<file path="src/rtl/yabot_pkg.sv">
// Shared definitions for the yabot sonar path.
// Result word layout, scheduler state codes and the width sentinel.
package yabot_pkg;

    localparam logic [3:0] ID_SONARS = 4'd1;

    localparam logic [2:0] ST_IDLE      = 3'd0;
    localparam logic [2:0] ST_SELECT    = 3'd1;
    localparam logic [2:0] ST_TRIG      = 3'd2;
    localparam logic [2:0] ST_WAIT_RISE = 3'd3;
    localparam logic [2:0] ST_MEASURE   = 3'd4;
    localparam logic [2:0] ST_REPORT    = 3'd5;
    localparam logic [2:0] ST_GAP       = 3'd6;

    localparam int RW_ID_LSB  = 28;
    localparam int RW_CH_LSB  = 24;
    localparam int RW_TO_BIT  = 23;
    localparam int RW_SEQ_LSB = 16;
    localparam int RW_W_LSB   = 0;

    localparam logic [15:0] WIDTH_SENTINEL = 16'hFFFF;

    function automatic logic [31:0] pack_res(
        input logic [3:0]  ch,
        input logic        to,
        input logic [6:0]  seq,
        input logic [15:0] width
    );
        logic [31:0] w;
        w = '0;
        w[RW_ID_LSB +: 4]  = ID_SONARS;
        w[RW_CH_LSB +: 4]  = ch;
        w[RW_TO_BIT]       = to;
        w[RW_SEQ_LSB +: 7] = seq;
        w[RW_W_LSB +: 16]  = width;
        return w;
    endfunction

endpackage

</file>
<file path="src/rtl/sonar_echo_sync.sv">
// Echo input conditioning: 2-FF synchronizer, registered edge pulses.
// Define SONAR_ECHO_FILT_EN to require 4 equal synced samples per level change.
module sonar_echo_sync (
    input  logic clk,
    input  logic rst_n,
    input  logic echo_raw,
    output logic rise,
    output logic fall
);

    logic s1_q, s2_q;
    logic prev_q, prev_d;
    logic rise_q, rise_d;
    logic fall_q, fall_d;
    logic lvl;

`ifdef SONAR_ECHO_FILT_EN
    logic       filt_q, filt_d;
    logic [1:0] fcnt_q, fcnt_d;

    // Accept a new level only after it has been seen 4 cycles in a row
    always_comb begin
        filt_d = filt_q;
        fcnt_d = 2'd0;
        if (s2_q != filt_q) begin
            if (fcnt_q == 2'd3) begin
                filt_d = s2_q;
            end else begin
                fcnt_d = fcnt_q + 2'd1;
            end
        end
    end

    // Filter state
    always_ff @(posedge clk or negedge rst_n) begin
        if (!rst_n) begin
            filt_q <= 1'b0;
            fcnt_q <= 2'd0;
        end else begin
            filt_q <= filt_d;
            fcnt_q <= fcnt_d;
        end
    end

    assign lvl = filt_q;
`else
    assign lvl = s2_q;
`endif

    // Edge detect on the conditioned level
    always_comb begin
        prev_d = lvl;
        rise_d = lvl & ~prev_q;
        fall_d = ~lvl & prev_q;
    end

    // Synchronizer and pulse registers
    always_ff @(posedge clk or negedge rst_n) begin
        if (!rst_n) begin
            s1_q   <= 1'b0;
            s2_q   <= 1'b0;
            prev_q <= 1'b0;
            rise_q <= 1'b0;
            fall_q <= 1'b0;
        end else begin
            s1_q   <= echo_raw;
            s2_q   <= s1_q;
            prev_q <= prev_d;
            rise_q <= rise_d;
            fall_q <= fall_d;
        end
    end

    assign rise = rise_q;
    assign fall = fall_q;

endmodule

</file>
<file path="src/rtl/sonar_scheduler.sv">
// Round-robin ultrasonic sonar scheduler: trigger, time echo, emit result.
// One ping at a time; results leave through a valid/ready handshake.
module sonar_scheduler
    import yabot_pkg::*;
#(
    parameter int N_SONAR     = 6,
    parameter int US_DIV      = 50,
    parameter int TRIG_US     = 10,
    parameter int RISE_US     = 1000,
    parameter int ECHO_MAX_US = 30000,
    parameter int GAP_US      = 5000
) (
    input  logic               clk,
    input  logic               rst_n,
    input  logic               enable,
    input  logic [N_SONAR-1:0] chan_mask,
    output logic [N_SONAR-1:0] trig,
    input  logic [N_SONAR-1:0] echo,
    output logic               res_valid,
    input  logic               res_ready,
    output logic [31:0]        res_word
);

    localparam int DIV_W = $clog2(US_DIV + 1);

    logic [2:0]         state_q, state_d;
    logic [3:0]         cur_ch_q, cur_ch_d;
    logic [3:0]         last_ch_q, last_ch_d;
    logic [6:0]         seq_q, seq_d;
    logic               res_valid_q, res_valid_d;
    logic [31:0]        res_word_q, res_word_d;
    logic [DIV_W-1:0]   div_q, div_d;
    logic [15:0]        us_cnt_q, us_cnt_d;

    logic [N_SONAR-1:0] rise_vec, fall_vec;
    logic [N_SONAR-1:0] ch_oh;
    logic               us_tick;
    logic               cur_rise, cur_fall;
    logic [31:0]        mask_ext;
    logic [3:0]         pick_ch;
    logic [4:0]         pick_idx;
    logic               pick_found;

    for (genvar g = 0; g < N_SONAR; g++) begin : g_echo
        sonar_echo_sync u_sync (
            .clk      (clk),
            .rst_n    (rst_n),
            .echo_raw (echo[g]),
            .rise     (rise_vec[g]),
            .fall     (fall_vec[g])
        );
    end

    assign ch_oh    = {{(N_SONAR-1){1'b0}}, 1'b1} << cur_ch_q;
    assign cur_rise = |(rise_vec & ch_oh);
    assign cur_fall = |(fall_vec & ch_oh);
    assign us_tick  = (div_q == DIV_W'(US_DIV - 1));
    assign mask_ext = {{(32-N_SONAR){1'b0}}, chan_mask};

    // Next enabled channel strictly after last_ch, wrapping
    always_comb begin
        pick_ch    = last_ch_q;
        pick_found = 1'b0;
        pick_idx   = '0;
        for (int i = 1; i <= N_SONAR; i++) begin
            pick_idx = {1'b0, last_ch_q} + 5'(i);
            if (pick_idx >= 5'(N_SONAR)) begin
                pick_idx = pick_idx - 5'(N_SONAR);
            end
            if (!pick_found && mask_ext[pick_idx]) begin
                pick_ch    = pick_idx[3:0];
                pick_found = 1'b1;
            end
        end
    end

    // Ping sequencing and result capture
    always_comb begin
        state_d     = state_q;
        cur_ch_d    = cur_ch_q;
        last_ch_d   = last_ch_q;
        seq_d       = seq_q;
        res_valid_d = res_valid_q;
        res_word_d  = res_word_q;
        unique case (state_q)
            ST_IDLE: begin
                if (enable && (|chan_mask)) begin
                    state_d = ST_SELECT;
                end
            end
            ST_SELECT: begin
                if (!enable || !(|chan_mask)) begin
                    state_d = ST_IDLE;
                end else begin
                    cur_ch_d = pick_ch;
                    state_d  = ST_TRIG;
                end
            end
            ST_TRIG: begin
                if (us_tick && us_cnt_q == 16'(TRIG_US - 1)) begin
                    state_d = ST_WAIT_RISE;
                end
            end
            ST_WAIT_RISE: begin
                if (cur_rise) begin
                    state_d = ST_MEASURE;
                end else if (us_cnt_q >= 16'(RISE_US)) begin
                    res_word_d  = pack_res(cur_ch_q, 1'b1, seq_q,
                                           WIDTH_SENTINEL);
                    res_valid_d = 1'b1;
                    state_d     = ST_REPORT;
                end
            end
            ST_MEASURE: begin
                if (cur_fall) begin
                    res_word_d  = pack_res(cur_ch_q, 1'b0, seq_q,
                                           us_cnt_q);
                    res_valid_d = 1'b1;
                    state_d     = ST_REPORT;
                end else if (us_cnt_q >= 16'(ECHO_MAX_US)) begin
                    res_word_d  = pack_res(cur_ch_q, 1'b1, seq_q,
                                           16'(ECHO_MAX_US));
                    res_valid_d = 1'b1;
                    state_d     = ST_REPORT;
                end
            end
            ST_REPORT: begin
                if (res_ready) begin
                    res_valid_d = 1'b0;
                    last_ch_d   = cur_ch_q;
                    seq_d       = seq_q + 7'd1;
                    state_d     = ST_GAP;
                end
            end
            ST_GAP: begin
                if (us_tick && us_cnt_q == 16'(GAP_US - 1)) begin
                    state_d = ST_SELECT;
                end
            end
            default: begin
                state_d = ST_IDLE;
            end
        endcase
    end

    // Microsecond timebase, restarted on every state entry
    always_comb begin
        div_d    = div_q;
        us_cnt_d = us_cnt_q;
        if (state_d != state_q) begin
            div_d    = '0;
            us_cnt_d = '0;
        end else if (us_tick) begin
            div_d = '0;
            if (us_cnt_q != 16'hFFFF) begin
                us_cnt_d = us_cnt_q + 16'd1;
            end
        end else begin
            div_d = div_q + DIV_W'(1);
        end
    end

    // State registers
    always_ff @(posedge clk or negedge rst_n) begin
        if (!rst_n) begin
            state_q     <= ST_IDLE;
            cur_ch_q    <= '0;
            last_ch_q   <= 4'(N_SONAR - 1);
            seq_q       <= '0;
            res_valid_q <= 1'b0;
            res_word_q  <= '0;
            div_q       <= '0;
            us_cnt_q    <= '0;
        end else begin
            state_q     <= state_d;
            cur_ch_q    <= cur_ch_d;
            last_ch_q   <= last_ch_d;
            seq_q       <= seq_d;
            res_valid_q <= res_valid_d;
            res_word_q  <= res_word_d;
            div_q       <= div_d;
            us_cnt_q    <= us_cnt_d;
        end
    end

    assign trig      = (state_q == ST_TRIG) ? ch_oh : '0;
    assign res_valid = res_valid_q;
    assign res_word  = res_word_q;

endmodule

</file>
<file path="config.mk">
export PLATFORM = sky130hd
export DESIGN_NAME = sonar_scheduler
export DESIGN_NICKNAME = d
export VERILOG_FILES = /design/src/rtl/yabot_pkg.sv /design/src/rtl/sonar_echo_sync.sv /design/src/rtl/sonar_scheduler.sv
export SDC_FILE = /design/constraint.sdc
export NUM_CORES = 1
export LEC_CHECK = 0
export CAP_MARGIN = 25
export CORE_MARGIN = 4
export CORE_UTILIZATION = 49
export CTS_CLUSTER_SIZE = 16
export DETAILED_ROUTE_END_ITERATION = 6
export PLACE_DENSITY_LB_ADDON = 0.3
export SLEW_MARGIN = 20
export SYNTH_ARGS = -nofsm -noshare
export SYNTH_HDL_FRONTEND = slang
export SYNTH_SLANG_ARGS = --single-unit
</file>
<file path="constraint.sdc">
create_clock -name clk -period 4.6 [get_ports clk]
set_input_delay 1.38 -clock clk [delete_from_list [all_inputs] [get_ports clk]]
set_output_delay 1.38 -clock clk [all_outputs]
set_load 0.05 [all_outputs]
</file>
==> results of run 1 <==
[worst register-to-register path, stage by stage (launching register included)]
cell	delay (ns)
dfstp_2	0.80
inv_1	0.15
ha_1	0.30
xnor2_2	0.38
ha_1	0.36
nor2_1	0.12
a211oi_1	0.05
a2bb2oi_1	0.26
a31oi_4	0.19
nor4b_2	0.48
a221oi_1	0.16
a21boi_1	0.16
o41a_1	0.37
[layer usage]
layer | vias up | routed length, um | global-route usage, %
li1 | 2060 | - | -
met1 | 2090 | 5429 | 27.12
met2 | 138 | 5810 | 30.86
met3 | 22 | 682 | 3.789
met4 | 0 | 225 | 6.025
met5 | - | 0 | 0
[layout make-up]
type                    count  share of cell area [%]
multi-input cells         414                   44.52
flip-flops and latches    100                   38.35
repair buffers             57                   8.659
clock buffers               9                   3.448
well taps                 140                   2.682
clock inverters             7                   1.188
inverters                  20                   1.149
[path summary, 6_finish.rpt]
kind | from | endpoint | depth (start not counted)
setup / recovery | state_q[2] | trig[2] | 5
hold / removal | g_echo[1].u_sync.s1_q | g_echo[1].u_sync.lvl | 0
setup reg to reg | last_ch_q[0] | cur_ch_q[1] | 12
hold reg to reg | g_echo[1].u_sync.s1_q | g_echo[1].u_sync.lvl | 0
max in group asynchronous | rst_n | last_ch_q[2] | 2
min in group asynchronous | rst_n | us_cnt_q[1] | 1
[power groups by stage]
stage               combinational (uW)  sequential [uW]  clock (uW)
floorplan                         2250             1440           0
global placement                  3010             1300           0
detailed placement                3090             1310           0
CTS                               3110             1300         762
global route                      3390             1330         800
finish                            3140             1300         741
[synth_stat cells, types with 3 or more instances]
master / count
a211oi_1: 3
a21oi_1: 20
a31oi_1: 6
and2_1: 3
and3_1: 7
buf_4: 4
clkbuf_1: 20
dfrtp_1: 98
ha_1: 21
inv_1: 18
mux2_2: 14
mux2i_1: 18
nand2_1: 36
nand2b_1: 7
nand3_1: 19
nand4_1: 6
nor2_1: 68
nor2b_1: 17
nor3_1: 19
nor3b_1: 3
nor4_1: 4
o2111ai_1: 4
o211ai_1: 4
o21ai_0: 19
o22a_1: 7
o31ai_1: 4
or3_1: 4
xnor2_1: 20
xnor2_2: 4
xor2_1: 15
[logic make-up (layout without fill, tap and decap cells)]
kind of cell	after synthesis	after routing
and+or+nand+nor	217	217
DFF	100	100
AOI/OAI and AO/OA	98	98
buffers and inverters	48	93
xor gates and xnor gates	39	39
muxes	36	36
adders and majority gates	21	21
other	1	3
[metrics by stage]
step / power (uW) / instance area [sq um] / setup slack [ns] / util (%) / instances
floorplan: 3690 / 5615 / 0.8112 / - / 562
global placement: 4311 / 6208 / 0.5663 / 56.28 / 730
detailed placement: 4398 / 6208 / 0.4233 / 56.28 / 730
CTS: 5168 / 6511 / 0.4924 / 59.03 / 746
global route: 5527 / 6531 / 0.3526 / 59.21 / 747
finish: 5184 / 6531 / 0.5475 / 59.21 / 747
[sequential cells by signal (all words and copies together), names as in the netlist]
name                  flops
cur_ch_q                  4
div_q                     6
g_echo.u_sync.fall        6
g_echo.u_sync.lvl         6
g_echo.u_sync.prev_q      6
g_echo.u_sync.rise        6
g_echo.u_sync.s1_q        6
last_ch_q                 4
res_valid                 1
res_word                 29
seq_q                     7
state_q                   3
us_cnt_q                 16
==> results.py, run 1 <==
metrics = {
    "outcome": {
        "status": "finished clean",
    },
    "power": {
        "power.density_nw_per_um2": 793.7,
        "ir_drop_mv": 0.5088,
        "switching_power_uw": 2494,
        "p_leak_uw": 0.002760,
        "p_comb_share_pct": 60.7,
        "switching_share_pct": 48.11,
        "clkPwrFrac_pct": 14.3,
        "intPower_uw": 2690,
        "seq_power_share_pct": 25.0,
    },
    "sta": {
        "min_period_over_period_pct": 88.10,
        "clock.fmax_mhz": 246.8,
        "rsz0062_at_grt": "no",
        "setup_violations": 0,
        "layout_min_cycle_time_ns": 4.053,
        "slew_violations": 0,
        "finalHoldViolations": 0,
        "finalSetupTns_ns": 0,
        "finalClockSkew_ns": 0.01099,
        "fin_hold_ws_ns": 0.3520,
        "worstMarginPinSlew_ns": 0.8885,
        "relSlewSlack_pct": 40.00,
    },
    "detailed_routing": {
        "vias": 4310,
        "ant_nets": 0,
        "wl_per_cell_um": 16.26,
        "vias_per_cell": 5.770,
        "drc": 0,
        "drt_iter0_markers": 342,
        "drt_pre_antenna_iters": 5,
        "drt-total-wl_mm": 12.15,
    },
    "logic_synthesis": {
        "synth.largest_area_cell": "dfrtp_1",
        "synth-edff-count": 0,
        "async_flop_share_pct": 100.0,
        "synth.area.top_cells": "dfrtp_1 44%, ha_1 4.7%, nor2_1 4.6%",
        "yosysSeqAreaShare_pct": 44.67,
        "yosys.area_share.adder_pct": 4.685,
        "synth_top_family_by_area": "simple AND/OR/NAND/NOR gates",
        "synthCells": 560,
        "syn_area_per_cell_sq_um": 10.01,
        "synthXorXnorAreaFrac_pct": 6.627,
        "synth_flop_cell": "dfrtp_1",
        "ys_warn_count": 0,
        "synth_cell_types": 81,
        "muxShareOfSynthArea_pct": 7.296,
        "synth-compound-area-share_pct": 12.92,
        "syn_area_sq_um": 5608,
        "synth_simple_gate_area_share_pct": 20.08,
        "ys_seq_elements": 100,
        "synth_top_cell_area_share_pct": 43.73,
    },
    "global_route": {
        "grt-ovfl-total": 0,
        "antenna_found_initial": 0,
        "grt_start_max_net_pins": 78,
        "first_global_vias": 4165,
        "grtUsageTotal_pct": 19.45,
        "grt_pass1_wl_mm": 20.56,
    },
    "critical_path": {
        "crit_buf_inv": 2,
        "endpoint_kind": "output port",
        "crit_slowest_cell": "clkdlybuf4s50_1",
        "cp_data_arrival_time_ns": 2.67,
        "worstPathRequired_ns": 3.22,
        "worstPathCellList": "inv_1 > nand2_1 > nor3_1 > nor4bb_1 > clkdlybuf4s50_1",
        "cp_top_family": "buffers and inverters",
        "critical_path_class": "reg -> out",
        "max_stage_delay_ns": 0.85,
        "crit_path_max_fanout": 8,
        "cp-start-kind": "flop",
        "rrSetupSlack_ns": 0.72,
    },
    "clocking": {
        "cts_hold_buf": 0,
        "cts_max_level": 3,
        "numCtsBuffers": 9,
        "clk_path_buf_depth": 2,
        "tritoncts": "built",
        "clock_sinks": 100,
        "clkLatencyLatePin_ns": 0.35,
        "cts_setup_buffers": 0,
        "cts_root_buf": "clkbuf_16",
        "clkTransAtPathRegs_ns": 0.07,
        "cts-resized-gates": 0,
    },
    "cells_and_area": {
        "fin_nets": 639,
        "area_delta_synth_final_pct": 16.47,
        "diodes": 0,
        "drive_above_1_share_pct": 10.54,
        "layout_commonest_cell": "dfrtp_1",
        "final_cell_mix": "98 x dfrtp_1, 68 x nor2_1, 50 x clkdlybuf4s50_1, 36 x nand2_1, 21 x ha_1",
        "multi_input_area_sq_um": 2908,
        "ff_latch_area_sq_um": 2505,
        "nFillCells": 935,
    },
    "hold_path": {
        "hp-class": "reg -> reg",
    },
    "floorplanning": {
        "chipHeight_um": 115.0,
        "start_util_pct": 50.84,
        "rows": 38,
        "io-pin-count": 55,
        "die_area_sq_um": 13220,
        "core-area_sq_um": 11030,
        "die_w_um": 115.0,
    },
    "place": {
        "dp_hpwl_mm": 8.921,
        "gp_congestion": 0.9665,
        "port_buffers": 51,
    },
    "flow_run": {
        "maxCapViolCount": 0,
    },
}
Note: power is estimated with default switching activity, not from simulation.
==> run 2, diff against run 1 <==
CORE_UTILIZATION = 27   (was 49)
==> run 2 against run 1 <==
Effect of this change: maximum frequency decreased by 4.3%; clock-buffer cell count increased by 1; worst hold slack lost 0.014 ns; flip-flop and latch count did not move; setup slack worse by 0.18 ns.
==> results.py, run 2 (synthesis gave the netlist of run 1 again) <==
metrics = {
    "detailed_routing": {
        "vias": 4370,
        "drt-total-wl_mm": 13.28,
        "wl_per_cell_um": 15.02,
        "vias_per_cell": 4.943,
        "drc": 0,
        "ant_nets": 0,
        "drt_pre_antenna_iters": 5,
        "drt_iter0_markers": 187,
    },
    "place": {
        "dp_hpwl_mm": 9.796,
        "gp_congestion": 0.8591,
        "port_buffers": 51,
    },
    "critical_path": {
        "cp-startpoint": "state_q[2]",
        "crit_path_max_fanout": 8,
        "r2r-end": "cur_ch_q[1]",
        "crit_buf_inv": 2,
        "cp_data_arrival_time_ns": 2.85,
        "endpoint_kind": "output port",
        "critical_path_class": "reg -> out",
        "max_stage_delay_ns": 0.86,
        "cp-start-kind": "flop",
        "rrSetupSlack_ns": 0.91,
        "worstPathCellList": "inv_1 > nand2_1 > nor3_1 > nor4bb_1 > clkdlybuf4s50_1",
        "r2r_start": "last_ch_q[0]",
        "worstPathRequired_ns": 3.22,
        "crit_slowest_cell": "clkdlybuf4s50_1",
        "cp_top_family": "buffers and inverters",
        "rr_worst_depth": 13,
    },
    "power": {
        "p_leak_uw": 0.002790,
        "power.density_nw_per_um2": 780.3,
        "ir_drop_mv": 0.3163,
    },
    "cells_and_area": {
        "drive_above_1_share_pct": 11.56,
        "final_core_util_pct": 33.17,
        "nFillCells": 2061,
        "area_delta_synth_final_pct": 20.08,
        "layout_commonest_cell": "dfrtp_1",
        "ff_latch_area_sq_um": 2505,
        "final_cell_mix": "98 x dfrtp_1, 68 x nor2_1, 50 x clkdlybuf4s50_1, 36 x nand2_1, 21 x ha_1",
        "diodes": 0,
        "largest_register_ffs": 29,
        "multi_input_area_sq_um": 2908,
        "fin_nets": 646,
    },
    "hold_path": {
        "hold_path_end": "g_echo[1].u_sync.lvl",
        "whs_path_depth": 0,
        "hp-start": "g_echo[1].u_sync.s1_q",
        "hp-class": "reg -> reg",
    },
    "sta": {
        "clock.fmax_mhz": 236.2,
        "setup_violations": 0,
        "worstMarginPinSlew_ns": 0.8864,
        "relSlewSlack_pct": 40.45,
        "layout_min_cycle_time_ns": 4.234,
        "finalClockSkew_ns": 0.007979,
        "min_period_over_period_pct": 92.05,
        "finalHoldViolations": 0,
        "rsz0062_at_grt": "no",
        "finalSetupTns_ns": 0,
        "slew_violations": 0,
    },
    "clocking": {
        "clock_sinks": 100,
        "cts-resized-gates": 0,
        "tritoncts": "built",
        "cts_setup_buffers": 0,
        "cts_root_buf": "clkbuf_16",
        "clkTransAtPathRegs_ns": 0.07,
        "clk_path_buf_depth": 2,
        "numCtsBuffers": 9,
        "cts_hold_buf": 0,
        "cts_max_level": 3,
        "clkLatencyLatePin_ns": 0.34,
    },
    "global_route": {
        "grt_pass1_wl_mm": 22.54,
        "first_global_vias": 4413,
        "grt_start_max_net_pins": 72,
        "antenna_found_initial": 0,
        "grtUsageTotal_pct": 11.58,
        "grt-ovfl-total": 0,
    },
    "floorplanning": {
        "start_util_pct": 27.63,
        "io-pin-count": 55,
        "die_area_sq_um": 23140,
        "chipHeight_um": 152.1,
        "rows": 52,
        "core-area_sq_um": 20300,
        "die_w_um": 152.1,
    },
    "flow_run": {
        "maxCapViolCount": 0,
    },
    "outcome": {
        "status": "finished clean",
    },
}
run 2: changes by cell type in the layout (fill, tap and decap cells not counted):
cell	previous run	this run
buf_4	6	14
clkinv_2	0	2
clkinv_8	2	0
inv_6	2	0
buf_12	1	0
bufinv_16	0	1
clkbuf_8	0	1
clkinvlp_4	1	2
inv_8	1	0
run 2: cell type report:
type	instances	share of cell area, %
tap	270	5.017
inverter	20	1.115
clock inverter	6	0.9476
timing repair buffer	64	8.993
multi-input combinational	414	43.18
sequential	100	37.20
clock buffer	10	3.549
run 2: per-stage QoR:
step	hold slack, ns	worst slack (ns)	instances	cell area (sq um)	total power [uW]
floorplan	0.3312	0.8112	562	5615	3690
global placement	0.3346	0.5526	868	6431	4416
detailed placement	0.3347	0.4380	868	6431	4490
CTS	0.3473	0.3204	884	6734	5270
global route	0.3567	0.1853	884	6734	5643
finish	0.3382	0.3656	884	6734	5255
run 2: layer usage:
layer | track usage (%) | part of all wire, %
met1 | 15.04 | 45
met4 | 3.682 | 2.0
met5 | 0 | 0
met2 | 19.58 | 49
met3 | 2.162 | 3.6
run 2: power by group:
part	internal [uW]	leakage (uW)	switching (uW)	total, uW
registers	1040	0.00122	215	1260
clock network	435	0.000144	326	761
logic	1310	0.00142	1930	3230
run 2: how the worst max path moves through the flow:
stage | to | cells after the start
2_1_floorplan | trig[2] | 4
3_3_place_gp | cur_ch_q[1] | 10
6_report | trig[2] | 5
4_1_cts | trig[2] | 5
5_1_grt | trig[2] | 5
3_5_place_dp | cur_ch_q[1] | 10
run 2: worst reg2reg max path: stages, from the launching register on:
cell	delay [ns]
dfstp_2	0.53
buf_4	0.24
ha_1	0.34
xnor2_2	0.24
inv_1	0.11
ha_1	0.34
nand2_1	0.09
o32ai_1	0.07
mux2i_1	0.28
a32oi_4	0.13
nor4b_2	0.51
a221oi_1	0.15
a21boi_1	0.17
o41a_1	0.37
